File: config.mk
export PLATFORM = sky130hd
export DESIGN_NAME = scrambler_seq
export DESIGN_NICKNAME = d
export VERILOG_FILES = /design/src/rtl/scrambler_seq.sv
export SDC_FILE = /design/constraint.sdc
export NUM_CORES = 1
export LEC_CHECK = 0
export CORE_AREA = 2 2 78 80
export DETAILED_ROUTE_END_ITERATION = 8
export DIE_AREA = 0 0 80 82
export DONT_BUFFER_PORTS = 1
export GPL_TIMING_DRIVEN = 0
export PLACE_DENSITY = 0.67
export SKIP_CTS_REPAIR_TIMING = 1
export SLEW_MARGIN = 40
export SYNTH_ARGS = -nofsm -noshare
export SYNTH_HDL_FRONTEND = slang
export SYNTH_SLANG_ARGS = --single-unit
File: constraint.sdc
create_clock -name clk -period 2 [get_ports clk]
set_clock_uncertainty 0.1 [all_clocks]
set_input_delay 0.4 -clock clk [delete_from_list [all_inputs] [get_ports clk]]
set_output_delay 0.4 -clock clk [all_outputs]
set_load 0.01 [all_outputs]
File: src/rtl/scrambler_seq.sv
// scrambler_seq: seeds and steps the PCS receive scrambler from the block stream and tracks sync-block lock.
// Define SCR_SEQ_TIMEOUT_EN to build the LOCKED-state timeout watchdog (tmo_cnt).
module scrambler_seq #(
   parameter int LOCK_CNT = 4,
   parameter int MISS_CNT = 3,
   parameter int TIMEOUT  = 1024
) (
   input  logic        clk,
   input  logic        reset,
   input  logic        enable,
   input  logic        blk_valid,
   input  logic        blk_is_sync,
   input  logic [57:0] blk_seed,
   input  logic [57:0] scr_state,
   output logic        scrambler_next,
   output logic        scrambler_load,
   output logic [57:0] scrambler_load_data,
   output logic        locked,
   output logic [1:0]  state,
   output logic        sync_err,
   output logic [15:0] err_count
);

   localparam logic [1:0] HUNT   = 2'd0;
   localparam logic [1:0] CHECK  = 2'd1;
   localparam logic [1:0] LOCKED = 2'd2;

   localparam int MC_W = $clog2(LOCK_CNT + 1);
   localparam int MS_W = $clog2(MISS_CNT + 1);
   localparam logic [MC_W-1:0] LOCK_V = MC_W'(LOCK_CNT);
   localparam logic [MS_W-1:0] MISS_V = MS_W'(MISS_CNT);

   logic [MC_W-1:0] match_cnt, match_cnt_nxt;
   logic [MS_W-1:0] miss_cnt, miss_cnt_nxt;
   logic [1:0]      state_nxt;
   logic            sync, data, match, fail, tmo_hit;

   function automatic logic [15:0] sat_inc16(input logic [15:0] v);
      return (v == 16'hFFFF) ? v : v + 16'd1;
   endfunction

   assign sync  = blk_valid & blk_is_sync & enable & ~reset;
   assign data  = blk_valid & ~blk_is_sync & enable & ~reset;
   assign match = (blk_seed == scr_state);

   // Stage p0: zero-latency scrambler controls, same cycle as the block
   assign scrambler_load_data = blk_seed;
   assign scrambler_load = sync & ((state == HUNT) | ((state == CHECK) & ~match));
   assign scrambler_next = ((state == CHECK) | (state == LOCKED)) &
                           (data | (sync & ((state == LOCKED) | match)));

`ifdef SCR_SEQ_TIMEOUT_EN
   localparam int TMO_W = $clog2(TIMEOUT + 1);
   localparam logic [TMO_W-1:0] TMO_V = TMO_W'(TIMEOUT);

   logic [TMO_W-1:0] tmo_cnt, tmo_cnt_nxt, tmo_inc;

   assign tmo_inc = tmo_cnt + TMO_W'(1);
   assign tmo_hit = (state == LOCKED) & data & (tmo_inc == TMO_V);

   always_comb begin
      tmo_cnt_nxt = tmo_cnt;
      if (!enable || (state != LOCKED) || tmo_hit || (sync && match))
         tmo_cnt_nxt = '0;
      else if (data)
         tmo_cnt_nxt = tmo_inc;
   end

   always_ff @(posedge clk) begin
      if (reset)
         tmo_cnt <= '0;
      else
         tmo_cnt <= tmo_cnt_nxt;
   end
`else
   assign tmo_hit = 1'b0;
`endif

   always_comb begin
      state_nxt     = state;
      match_cnt_nxt = match_cnt;
      miss_cnt_nxt  = miss_cnt;
      fail          = 1'b0;
      case (state)
         HUNT: begin
            if (sync) begin
               match_cnt_nxt = '0;
               state_nxt     = CHECK;
            end
         end
         CHECK: begin
            if (sync) begin
               if (match) begin
                  match_cnt_nxt = match_cnt + MC_W'(1);
                  if (match_cnt_nxt == LOCK_V) begin
                     state_nxt    = LOCKED;
                     miss_cnt_nxt = '0;
                  end
               end else begin
                  match_cnt_nxt = '0;
                  fail          = 1'b1;
               end
            end
         end
         LOCKED: begin
            if (sync && match)
               miss_cnt_nxt = '0;
            // A seed mismatch and a watchdog expiry are the same kind of failure here
            if ((sync && !match) || tmo_hit) begin
               fail         = 1'b1;
               miss_cnt_nxt = miss_cnt + MS_W'(1);
               if (miss_cnt_nxt == MISS_V)
                  state_nxt = HUNT;
            end
         end
         default: state_nxt = HUNT;
      endcase
      if (!enable) begin
         state_nxt     = HUNT;
         match_cnt_nxt = '0;
         miss_cnt_nxt  = '0;
      end
   end

   // Stage p1: registered state, lock flag and error reporting
   always_ff @(posedge clk) begin
      if (reset) begin
         state     <= HUNT;
         locked    <= 1'b0;
         sync_err  <= 1'b0;
         err_count <= '0;
         match_cnt <= '0;
         miss_cnt  <= '0;
      end else begin
         state     <= state_nxt;
         locked    <= (state_nxt == LOCKED);
         sync_err  <= fail;
         if (fail)
            err_count <= sat_inc16(err_count);
         match_cnt <= match_cnt_nxt;
         miss_cnt  <= miss_cnt_nxt;
      end
   end

endmodule

==> flow_summary.yaml <==
sta:
  tightest_slew_ps: 513.9
  layout_min_cycle_time_ps: 2113
  setup_ws_ps: -112.9
  fin_crit_sh_pct: 105.6
  setup_viol: 8
  slew_headroom_pct: 65.74
  maxSlewViolCount: 0
  rsz0062_at_grt: "true"
  fmax_mhz: 473.3
  hold_viol_final: 0
global_route:
  grt_overflow: 0
  grt_pass1_vias: 2242
  antenna_found_initial: 0
  grt_pass1_wl_um: 11990
  grt_usage_pct: 23.88
  grt_max_degree: 15
die:
  coreArea_um2: 5746
  rows: 28
  dieWidth_um: 80
  die_h_um: 82
  die_area_um2: 6560
  start_util_pct: 44.88
  io_pins: 201
flow_run:
  cap_violations: 0
synth:
  synth.distinct_cells: 40
  synth_fa_ha_area_share_pct: 3.882
  synth_area_leaders: "xnor2_1 (20%), dfxtp_1 (19%), buf_4 (17%)"
  syn_avg_cell_area_um2: 8.135
  synth_top_cell_area_share_pct: 19.70
  synth_top_family_by_area: "simple AND/OR/NAND/NOR gates"
  synth-seq-cells: 25
  synth_area_leader_cell: "xnor2_1"
  synthXorXnorAreaFrac_pct: 20.04
  seq_area_frac_synth_pct: 19.41
  synth_compound_area_share_pct: 10.97
  synth_area_um2: 2579
  synth_nets: 446
  yosys.area_share.simple_pct: 23.53
  synthMuxAreaShare_pct: 1.747
  synth_cells: 317
  ys_warn_count: 0
clock_tree:
  path_clk_slew_ps: 100
  insertion_delay_ps: 280
  cts_max_level: 1
  cts_buffers: 3
  clock_sinks: 25
  clock_path_buffers: 2
  tritoncts: "built"
  cts-root-buf: "clkbuf_8"
place:
  portBuffers: 0
  post-place-ws_ps: -392.0
  gp_congestion: 0.9195
  dpl_cell_area_um2: 2698
  hpwl_um: 6947
cells_and_area:
  stdcell_area_um2: 3115
  drive_gt1_share_pct: 40.24
  layout_common_cells: "buf_4 (63), xnor2_1 (43), nand4_1 (20)"
  final_common_cell: "buf_4"
  n_antenna_cell: 0
  area_delta_synth_final_pct: 20.82
  num-nets-final: 458
detailed_routing:
  ant_nets: 0
  wl_per_cell_um: 21.57
  vias: 2394
  routed_wl_um: 8691
  drt_iter0_drc: 157
  vias_per_cell: 5.940
  drt_pass1_iterations: 5
  drc_errors: 0
worst_setup_path:
  critical_path_required_ps: 1500
  r2r_cells: 7
  path_class: "in -> out"
  slowest_delay_ps: 390
  worst_path_max_delay_cell: "nor4_4"
  critPathLaunchType: "input port"
  cp_top_family: "simple AND/OR/NAND/NOR gates"
  cp_max_fo: 5
  crit_path_cell_trace: "xnor2_1 > nand4_1 > nor4_4 > nand4_4 > a21oi_2 > nor2_2"
  crit_buf_inv: 0
  cp.depth: 6
  critPathArrivalTime_ps: 1610
  cp-end-kind: "output port"
power:
  p_int_uw: 823.7
  pwr-share-clk_pct: 28.2
  p_per_area_nw_per_um2: 366.0
  power.switching_uw: 316.7
  p_seq_share_pct: 43.1
  p_sw_share_pct: 27.77
  comb_power_share_pct: 28.8
  p_leak_nw: 1.138
  peakVddDrop_mv: 0.2219
  power_mw: 1.140
worst_hold_path:
  min_path_cells: 2
  hp-class: "in -> reg"
status:
  status: "finished with violations"
  failed_checks: "setup timing"
-- worst register-to-register path, cell delays in order, from the launching register on --
cell	delay, ps
dfxtp_4	420
inv_4	60
ha_4	280
o21ai_4	70
a211o_4	350
buf_6	150
nor3_2	160
mux2_2	340
-- final cells by class --
type / instances / area, µm²
well taps: 75 / 93.84
clock inverters: 1 / 5.005
repair buffers: 7 / 51.30
clock buffers: 3 / 41.29
multi-input cells: 217 / 1839
fillers: 537 / 2630
flip-flops and latches: 25 / 531.8
plain buffers: 69 / 525.5
inverters: 6 / 27.53
-- metal layers --
layer  vias to the layer above  global-route usage [%]  wire length, µm
met3                         7                   7.582              948
met1                      1136                   31.97             3554
met2                       154                   38.42             4131
met5                         -                       0                0
li1                       1097                       -                -
met4                         0                   3.559               56
-- final timing paths --
path / from / endpoint / slack, ps
setup / recovery: scr_state[26] / scrambler_load / -110
hold / removal: reset / err_count[2] / 280
setup reg to reg: state[1] / err_count[9] / -40
hold reg to reg: match_cnt[1] / match_cnt[1] / 390
-- power by group through the flow --
stage	Combinational [mW]	Sequential, mW	Clock [mW]
floorplan	0.260	0.510	0
global placement	0.298	0.510	0
detailed placement	0.299	0.510	0
CTS	0.300	0.499	0.321
global route	0.351	0.491	0.338
finish	0.328	0.491	0.321
-- synth_stat cells (all sizes together) --
| cell | n |
|---|---|
| a211o | 1 |
| or2b | 1 |
| clkbuf | 5 |
| nor2 | 10 |
| a31oi | 3 |
| a21oi | 18 |
| xnor2 | 58 |
| dfxtp | 25 |
| nor3 | 7 |
| nor4 | 4 |
| nand4 | 21 |
| a2111oi | 1 |
| or4 | 12 |
| nand2b | 2 |
| and4b | 1 |
| buf | 64 |
| o21ai | 8 |
| and4 | 3 |
| nor2b | 6 |
| o211ai | 2 |
| and3 | 1 |
| o221ai | 1 |
| inv | 6 |
| mux2 | 4 |
| nor3b | 1 |
| or3 | 3 |
| ha | 8 |
| o31ai | 10 |
| nand2 | 17 |
| and2 | 1 |
| xor2 | 1 |
| a32oi | 2 |
| nand3 | 10 |
-- flip-flops by register name (all words and copies together) (netlist names) --
signal,cells
err_count,16
state,2
sync_err,1
locked,1
match_cnt,3
miss_cnt,2
-- cell families (layout without fill, tap and decap cells) --
logic type,after synthesis,after routing
simple gates,100,100
flops,25,25
xor+xnor,59,59
fa+ha+maj,8,8
buf+inv,75,86
mux,4,4
compound gates,46,46
-- per-stage QoR --
step	util (%)	hold WS [ps]	cells	TNS, ps
after detailed placement	46.95	379.2	392	-7476
after global routing	54.22	302.1	403	-2019
after CTS	47.76	278.9	396	-5501
after global placement	46.95	365.4	392	-6881
after floorplan	-	352.3	317	-135.6
final	54.22	277.9	403	-302.7
(Power assumes the default switching activity.)
